`config.mk`:
```
export PLATFORM = sky130hd
export DESIGN_NAME = pe_inst_sequencer
export DESIGN_NICKNAME = d
export VERILOG_FILES = /design/src/rtl/pe_inst_sequencer.sv
export SDC_FILE = /design/constraint.sdc
export NUM_CORES = 2
export LEC_CHECK = 0
export ABC_AREA = 1
export CAP_MARGIN = 10
export CORE_MARGIN = 2
export CORE_UTILIZATION = 50
export CTS_CLUSTER_SIZE = 10
export DETAILED_ROUTE_END_ITERATION = 12
export PLACE_DENSITY_LB_ADDON = 0.08
export SKIP_CTS_REPAIR_TIMING = 1
export SLEW_MARGIN = 10
export SYNTH_ARGS = -nofsm -noshare
export SYNTH_HDL_FRONTEND = slang
export SYNTH_SLANG_ARGS = --single-unit
export TNS_END_PERCENT = 10
```
`constraint.sdc`:
```
create_clock -name Clk -period 8.7 [get_ports Clk]
set_input_delay 0.87 -clock Clk [delete_from_list [all_inputs] [get_ports Clk]]
set_output_delay 0.87 -clock Clk [all_outputs]
set_load 0.02 [all_outputs]
```
`src/rtl/pe_inst_sequencer.sv`:
```
// Per-PE instruction sequencer: instruction memory, PC stepping, issue and delayed writeback strobe.
// Optional feature macro PE_SEQ_LOOP_EN adds Loop_Num (program repeated Loop_Num+1 times).
module pe_inst_sequencer #(
   parameter int DMAW   = 8,
   parameter int IMAW   = 6,
   parameter int WB_LAT = 4
) (
   input  logic              Clk,
   input  logic              Reset,
   input  logic              Cfg_We,
   input  logic [IMAW-1:0]   Cfg_Addr,
   input  logic [4+4*DMAW:0] Cfg_Data,
   input  logic [IMAW:0]     Inst_Count,
   input  logic              Start,
`ifdef PE_SEQ_LOOP_EN
   input  logic [7:0]        Loop_Num,
`endif
   output logic              Busy,
   output logic              Done,
   output logic              Issue_Valid,
   output logic [3:0]        Opcode,
   output logic [DMAW-1:0]   Src0_Addr,
   output logic [DMAW-1:0]   Src1_Addr,
   output logic [DMAW-1:0]   Src2_Addr,
   output logic              Wb_En,
   output logic [DMAW-1:0]   Wb_Addr
);

   localparam int IWIDTH = 5 + 4*DMAW;
   localparam int DEPTH  = 2**IMAW;
   localparam int DCW    = (WB_LAT > 1) ? $clog2(WB_LAT) : 1;

   typedef enum logic [2:0] {S_IDLE, S_FETCH, S_RUN, S_DRAIN, S_DONE} state_t;

   state_t            state_r, state_s;
   logic [IWIDTH-1:0] imem_r [DEPTH];
   logic [IWIDTH-1:0] inst_s;
   logic [IMAW-1:0]   pc_r;
   logic [IMAW:0]     rem_r, cnt_s, rem_reload_s;
   logic [DCW-1:0]    drain_r;
   logic              start_ok_s, load_s, wrap_s;
   logic              busy_r, done_r, busy_s, done_s;
   logic              issue_valid_r, we_r;
   logic [3:0]        opcode_r;
   logic [DMAW-1:0]   src0_r, src1_r, src2_r, dst_r;
   logic              wb_en_r   [WB_LAT];
   logic [DMAW-1:0]   wb_addr_r [WB_LAT];

   assign start_ok_s = Start && (state_r == S_IDLE);
   assign cnt_s      = (Inst_Count > (IMAW+1)'(DEPTH)) ? (IMAW+1)'(DEPTH) : Inst_Count;
   // rem_r counts instructions still to be fetched in the current pass
   assign load_s     = (state_r == S_FETCH) || ((state_r == S_RUN) && (rem_r != (IMAW+1)'(0)));
   assign inst_s     = imem_r[pc_r];

`ifdef PE_SEQ_LOOP_EN
   logic [7:0]    loops_r;
   logic [IMAW:0] cnt_r;

   assign wrap_s       = (rem_r == (IMAW+1)'(1)) && (loops_r != 8'd0);
   assign rem_reload_s = cnt_r;

   // Pass counter and program length for the wrap back to PC 0.
   always_ff @(posedge Clk) begin
      if (Reset) begin
         loops_r <= 8'd0;
         cnt_r   <= (IMAW+1)'(0);
      end else if (start_ok_s) begin
         loops_r <= Loop_Num;
         cnt_r   <= cnt_s;
      end else if (load_s && wrap_s) begin
         loops_r <= loops_r - 8'd1;
      end
   end
`else
   assign wrap_s       = 1'b0;
   assign rem_reload_s = (IMAW+1)'(0);
`endif

   // Instruction memory: written only while idle, contents survive Reset.
   always_ff @(posedge Clk) begin
      if (!Reset && Cfg_We && (state_r == S_IDLE)) begin
         imem_r[Cfg_Addr] <= Cfg_Data;
      end
   end

   // State register plus registered Busy/Done.
   always_ff @(posedge Clk) begin
      if (Reset) begin
         state_r <= S_IDLE;
         busy_r  <= 1'b0;
         done_r  <= 1'b0;
      end else begin
         state_r <= state_s;
         busy_r  <= busy_s;
         done_r  <= done_s;
      end
   end

   // Next-state logic.
   always_comb begin
      state_s = state_r;
      case (state_r)
         S_IDLE:  begin
            if (start_ok_s) state_s = (cnt_s == (IMAW+1)'(0)) ? S_DONE : S_FETCH;
            else            state_s = S_IDLE;
         end
         S_FETCH: state_s = S_RUN;
         S_RUN:   begin
            if (rem_r == (IMAW+1)'(0)) state_s = S_DRAIN;
            else                       state_s = S_RUN;
         end
         S_DRAIN: begin
            if (drain_r == DCW'(0)) state_s = S_DONE;
            else                    state_s = S_DRAIN;
         end
         S_DONE:  state_s = S_IDLE;
         default: state_s = S_IDLE;
      endcase
   end

   // Output decode of the next state, registered alongside it.
   always_comb begin
      busy_s = (state_s != S_IDLE);
      done_s = (state_s == S_DONE);
   end

   // PC stepping, issue registers and drain timer.
   always_ff @(posedge Clk) begin
      if (Reset) begin
         pc_r          <= IMAW'(0);
         rem_r         <= (IMAW+1)'(0);
         drain_r       <= DCW'(0);
         issue_valid_r <= 1'b0;
         we_r          <= 1'b0;
         opcode_r      <= 4'b0000;
         src0_r        <= DMAW'(0);
         src1_r        <= DMAW'(0);
         src2_r        <= DMAW'(0);
         dst_r         <= DMAW'(0);
      end else begin
         if (start_ok_s) begin
            pc_r  <= IMAW'(0);
            rem_r <= cnt_s;
         end else if (load_s && wrap_s) begin
            pc_r  <= IMAW'(0);
            rem_r <= rem_reload_s;
         end else if (load_s) begin
            pc_r  <= pc_r + IMAW'(1);
            rem_r <= rem_r - (IMAW+1)'(1);
         end
         if (load_s) begin
            issue_valid_r <= 1'b1;
            we_r          <= inst_s[IWIDTH-1];
            opcode_r      <= inst_s[IWIDTH-2 -: 4];
            src0_r        <= inst_s[4*DMAW-1 -: DMAW];
            src1_r        <= inst_s[3*DMAW-1 -: DMAW];
            src2_r        <= inst_s[2*DMAW-1 -: DMAW];
            dst_r         <= inst_s[DMAW-1:0];
         end else begin
            issue_valid_r <= 1'b0;
            opcode_r      <= 4'b0000;
         end
         if ((state_r == S_RUN) && (rem_r == (IMAW+1)'(0))) begin
            drain_r <= DCW'(WB_LAT-1);
         end else if ((state_r == S_DRAIN) && (drain_r != DCW'(0))) begin
            drain_r <= drain_r - DCW'(1);
         end
      end
   end

   // Writeback delay line: stage 0 is filled one cycle after issue.
   always_ff @(posedge Clk) begin
      if (Reset) begin
         for (int i = 0; i < WB_LAT; i++) begin
            wb_en_r[i]   <= 1'b0;
            wb_addr_r[i] <= DMAW'(0);
         end
      end else begin
         wb_en_r[0]   <= issue_valid_r && we_r && (opcode_r != 4'b0000);
         wb_addr_r[0] <= dst_r;
         for (int i = 1; i < WB_LAT; i++) begin
            wb_en_r[i]   <= wb_en_r[i-1];
            wb_addr_r[i] <= wb_addr_r[i-1];
         end
      end
   end

   assign Busy        = busy_r;
   assign Done        = done_r;
   assign Issue_Valid = issue_valid_r;
   assign Opcode      = opcode_r;
   assign Src0_Addr   = src0_r;
   assign Src1_Addr   = src1_r;
   assign Src2_Addr   = src2_r;
   assign Wb_En       = wb_en_r[WB_LAT-1];
   assign Wb_Addr     = wb_addr_r[WB_LAT-1];

endmodule

```
; ---- Yosys cells after proc, flatten, opt, wreduce, memory -nomap -nowiden
; Memory sizes are Yosys's and may differ from the RTL's. A register that Yosys moved wholly into a read port is not among the register bits.
; Cells that the tools add are included.
[op_classes]
reduce_logical = 22
mux = 26
n_bitwise = 9
n_addsub = 3
order_cmp = 1
eq_ne = 4
[ops]
columns = operator, n
row1 = 2-to-1 mux 8 bit, 4
row2 = 2-to-1 mux 7 bit, 3
row3 = logical NOT 7 bit, 2
row4 = 2-to-1 mux 6 bit, 2
row5 = case mux 3 bit (4 select lines), 1
row6 = 2-to-1 mux 1 bit, 11
row7 = 2-to-1 mux 3 bit, 3
row8 = logical AND 1 bit, 8
row9 = bitwise OR 1 bit, 8
row10 = "> comparator 7 bit, second input constant", 1
row11 = nonzero test 7 bit, 1
row12 = "subtractor 7 x 1 -> 7 bit, second input constant", 1
row13 = "adder 6 x 1 -> 6 bit, second input constant", 1
row14 = "equality test 3 x 2 -> 1 bit, second input constant", 2
row15 = nonzero test 2 bit, 3
row16 = 2-to-1 mux 2 bit, 2
row17 = nonzero test 4 bit, 1
row18 = OR reduction 2 bit, 2
row19 = "equality test 3 x 1 -> 1 bit, second input constant", 1
row20 = "equality test 3 bit, second input constant", 1
row21 = logical NOT 3 bit, 1
row22 = nonzero test 3 bit, 1
row23 = logical NOT 2 bit, 1
row24 = "subtractor 2 x 1 -> 2 bit, second input constant", 1
row25 = other kinds (3), 3
[totals]
mem_count = 3
ramBits = 2404
input_bits = 54
word_cells = 81
reg_bits = 58
[mem_list]
columns = memory, words, word_bits, rd, rd_ports_with_merged_regs, wr, line_no
row1 = imem_r, 64, 37, 1, 1, 1, 36  ; logic [IWIDTH-1:0] imem_r [DEPTH];
row2 = wb_addr_r, 4, 8, 4, 0, 4, 47  ; logic [DMAW-1:0] wb_addr_r [WB_LAT];
row3 = wb_en_r, 4, 1, 4, 0, 4, 46  ; logic wb_en_r [WB_LAT];

; ---- Logic depth before layout (Yosys ltp)
[logic_depth]
depth_word = 7
mapped_depth = 14
mapped_depth_nobuf = 12

; ---- Least setup slack after synthesis
; No wires, ideal clock.
[synth_timing]
path_type = in2reg
start = input port Reset
end = memory imem_r[10][0] (netlist name) (enable)
stages = 5
required_time_ns = 8.269
setup_time_ns = 0.431
setup_slack_ns = 5.164
t_arrival_ns = 3.105
n_path_buf = 0
cell_sequence = inv_1 -> nand3_1 -> nor2_1 -> nand3_1 -> nor2_1
[synth_via]
elab_chain_len = 5
[synth_lines]
columns = item, line_no
row1 = from (decl), 9  ; input logic Reset,
row2 = logical NOT 1 bit, 81  ; if (!Reset && Cfg_We && (state_r == S_IDLE)) begin
row3 = logical AND 1 bit (2 in a row), 81
row4 = 2-to-1 mux 1 bit, 81
row5 = 2-to-1 mux 1 bit (not written as such), 82  ; imem_r[Cfg_Addr] <= Cfg_Data;
row6 = to (decl), 36
; Every way passes these cells.

; ---- Worst setup path after layout
[layout_timing]
start = input port Reset
end = memory imem_r[4][19] (netlist name) (enable)
; The elaborated chain is that of the path after synthesis.

==> flow_summary.ini <==
[layout]
final_common_cell = nand2_1
multiInputGateArea_um2 = 22400
num-nets-final = 8173
fill_cells = 16100
drive_above_1_share_pct = 7.21
final_cell_mix = nand2_1, edfxtp_1, nand3_1
seq_area_um2 = 73100
synthToLayoutAreaGrowth_pct = 11.5

[cts]
cts.clk_slew.worst_paths_ns = 0.05
cts_num_sinks = 2468
tritoncts = yes
cts_buffer_depth = 4
cts_buffers = 300
h-tree-depth = 5
clk_latency_ns = 0.93
cts.root.buffer_cell = clkbuf_16

[die]
core.rowCount = 162
dieArea_um2 = 200000
core_area_um2 = 195000
dieHeight_um = 447
die_x_um = 447
io_pins = 94
start_util_pct = 50.3

[power]
sw_frac_of_total_pct = 24.8
switching_power_mw = 6.68
leakage_nw = 37.8
clockPowerShare_pct = 40.2
p_int_mw = 20.2
ir_drop_mv = 0.192
seq_power_share_pct = 49.0
share_comb_of_total_power_pct = 10.8
powerDensity_nw_per_um2 = 246

[grt]
grt_pass1_vias = 59600
antenna_found_initial = 6
grt_max_degree = 196
overflow = 0
grt_first_pass_wirelength_um = 423000
grt_usage_pct = 29.2

[setup_path]
crit_type = in -> reg
reg2reg_slack_ns = 4.48
cp.required_ns = 9.25
startpoint_type = input port
cp_max_fo = 51
worstPathArrival_ns = 5.10
end_kind = flip-flop

[routing]
drtPass1Iterations = 6
drcViolationCount = 0
wl_um = 293000
vias = 63700
wl_per_cell_um = 27.1
initialDrtViolationCount = 7005
via_per_inst = 5.88
detail-route-antenna-nets = 0

[timing]
timing.setup.tns_ns = 0
relSlewSlack_pct = 24.7
layout_setup_ws_ns = 4.15
slew_viol_final = 0
fmax_mhz = 220
setup_viol = 0
min_period_ns = 4.55
fin_skew_ns = 0.0443
period_share_pct = 52.3
tightestPinTransition_ns = 1.13
rsz0062_at_grt = false
hold_violations = 0

[job]
cap_violations = 0

[placement]
gp_congestion = 0.836
io_buffers = 93
place_ws_ns = 3.18
dpl.hpwl_um = 154000

[outcome]
status = complete, no violations

[yosys]
avgSynthCellArea_um2 = 12.1
synth_nets = 8160
synth_area_um2 = 98100
synthCells = 8103
ys_seq_elements = 2468
synth_warnings = 0
yosysUniqueCellTypes = 31
yosysSeqAreaShare_pct = 74.5

[hold_path]
hold_class = reg -> reg
-- worst max-delay path: stages --
cell	delay (ns)
buf_2	0.37
inv_1	0.15
buf_4	0.45
nand3_1	0.42
nor2_1	0.33
nand3_1	0.75
nor2_4	1.15
buf_4	0.55
-- layout make-up --
type / count / area share, %
repair buffers: 251 / 1.91
well taps: 2624 / 3.00
flip-flops and latches: 2468 / 66.9
diodes: 4 / 0.00915
clock buffers: 384 / 7.33
multi-input cells: 5016 / 20.5
clock inverters: 10 / 0.0847
inverters: 79 / 0.308
-- cell families (layout without fill, tap and decap cells) --
logic type	after synthesis	in the layout	share of synthesized area, %
AOI/OAI and AO/OA	182	182	1.00
xor gates and xnor gates	2	2	0.0179
adders and majority gates	3	3	0.0383
buffers and inverters	619	724	3.15
DFF	2468	2468	74.5
other	0	4	0
and+or+nand+nor	4829	4829	21.3
-- stage by stage --
step,util (%),power [mW],cells,area [um2],hold slack [ns]
floorplan,-,15.3,8103,98100,0.388
global placement,51.9,16.3,10400,101000,0.389
detailed placement,51.9,16.3,10400,101000,0.394
CTS,56.1,27.0,10800,109000,0.402
global route,56.1,27.8,10800,109000,0.413
finish,56.1,26.9,10800,109000,0.400
-- synth_stat cells --
cell / number / area (um2)
buf_1: 41 / 154
xnor2_1: 1 / 8.76
nor3_1: 7 / 35.0
ha_1: 3 / 37.5
o21ai_0: 87 / 435
nor4_1: 1 / 6.26
nor2_2: 1 / 6.26
inv_1: 73 / 274
buf_6: 11 / 124
a21boi_1: 7 / 52.6
nor2_1: 187 / 702
o21ai_4: 1 / 16.3
a211oi_1: 3 / 22.5
xor2_1: 1 / 8.76
dfxtp_1: 100 / 2000
o211ai_1: 1 / 7.51
buf_2: 229 / 1150
nor2_4: 1 / 11.3
clkbuf_1: 153 / 574
inv_4: 1 / 6.26
edfxtp_1: 2368 / 71100
nand3_1: 2187 / 10900
a21oi_1: 51 / 255
clkinv_1: 3 / 11.3
nand3b_1: 1 / 7.51
inv_2: 2 / 7.51
nand4_1: 2 / 12.5
nand2_1: 2442 / 9170
o21ai_1: 5 / 25.0
buf_4: 106 / 796
o22ai_1: 27 / 169
-- sequential cells by signal, summed over array words and instances (netlist names), 2 cells and up, named ones only --
register	count
Src2_Addr	8
Opcode	4
wb_en_r	4
Src0_Addr	8
state_r	3
imem_r	2368
pc_r	6
Src1_Addr	8
dst_r	8
rem_r	7
drain_r	2
wb_addr_r	32
-- power by group through the flow --
stage / clock (mW) / sequential [mW] / combinational, mW
final: 10.8 / 13.2 / 2.91
after global routing: 11.4 / 13.2 / 3.18
after CTS: 11.0 / 13.2 / 2.91
after detailed placement: 0 / 13.4 / 2.90
after global placement: 0 / 13.4 / 2.87
after floorplan: 0 / 13.4 / 1.86
-- routing by layer --
layer	global-route usage [%]	part of all wire, %
met1	41.3	42
met2	46.1	47
met4	11.3	3.9
met3	4.08	7.7
met5	0	0
-- path summary, 6_finish.rpt --
kind | start | endpoint | cells past startpoint
hold / removal | wb_en_r[0][2] | wb_en_r[0][3] | 2
hold reg to reg | wb_en_r[0][2] | wb_en_r[0][3] | 2
setup / recovery | Reset | imem_r[4][19] | 8
setup reg to reg | flip-flop | Src2_Addr[6] | 13
Power figures use the tool's default switching activity.
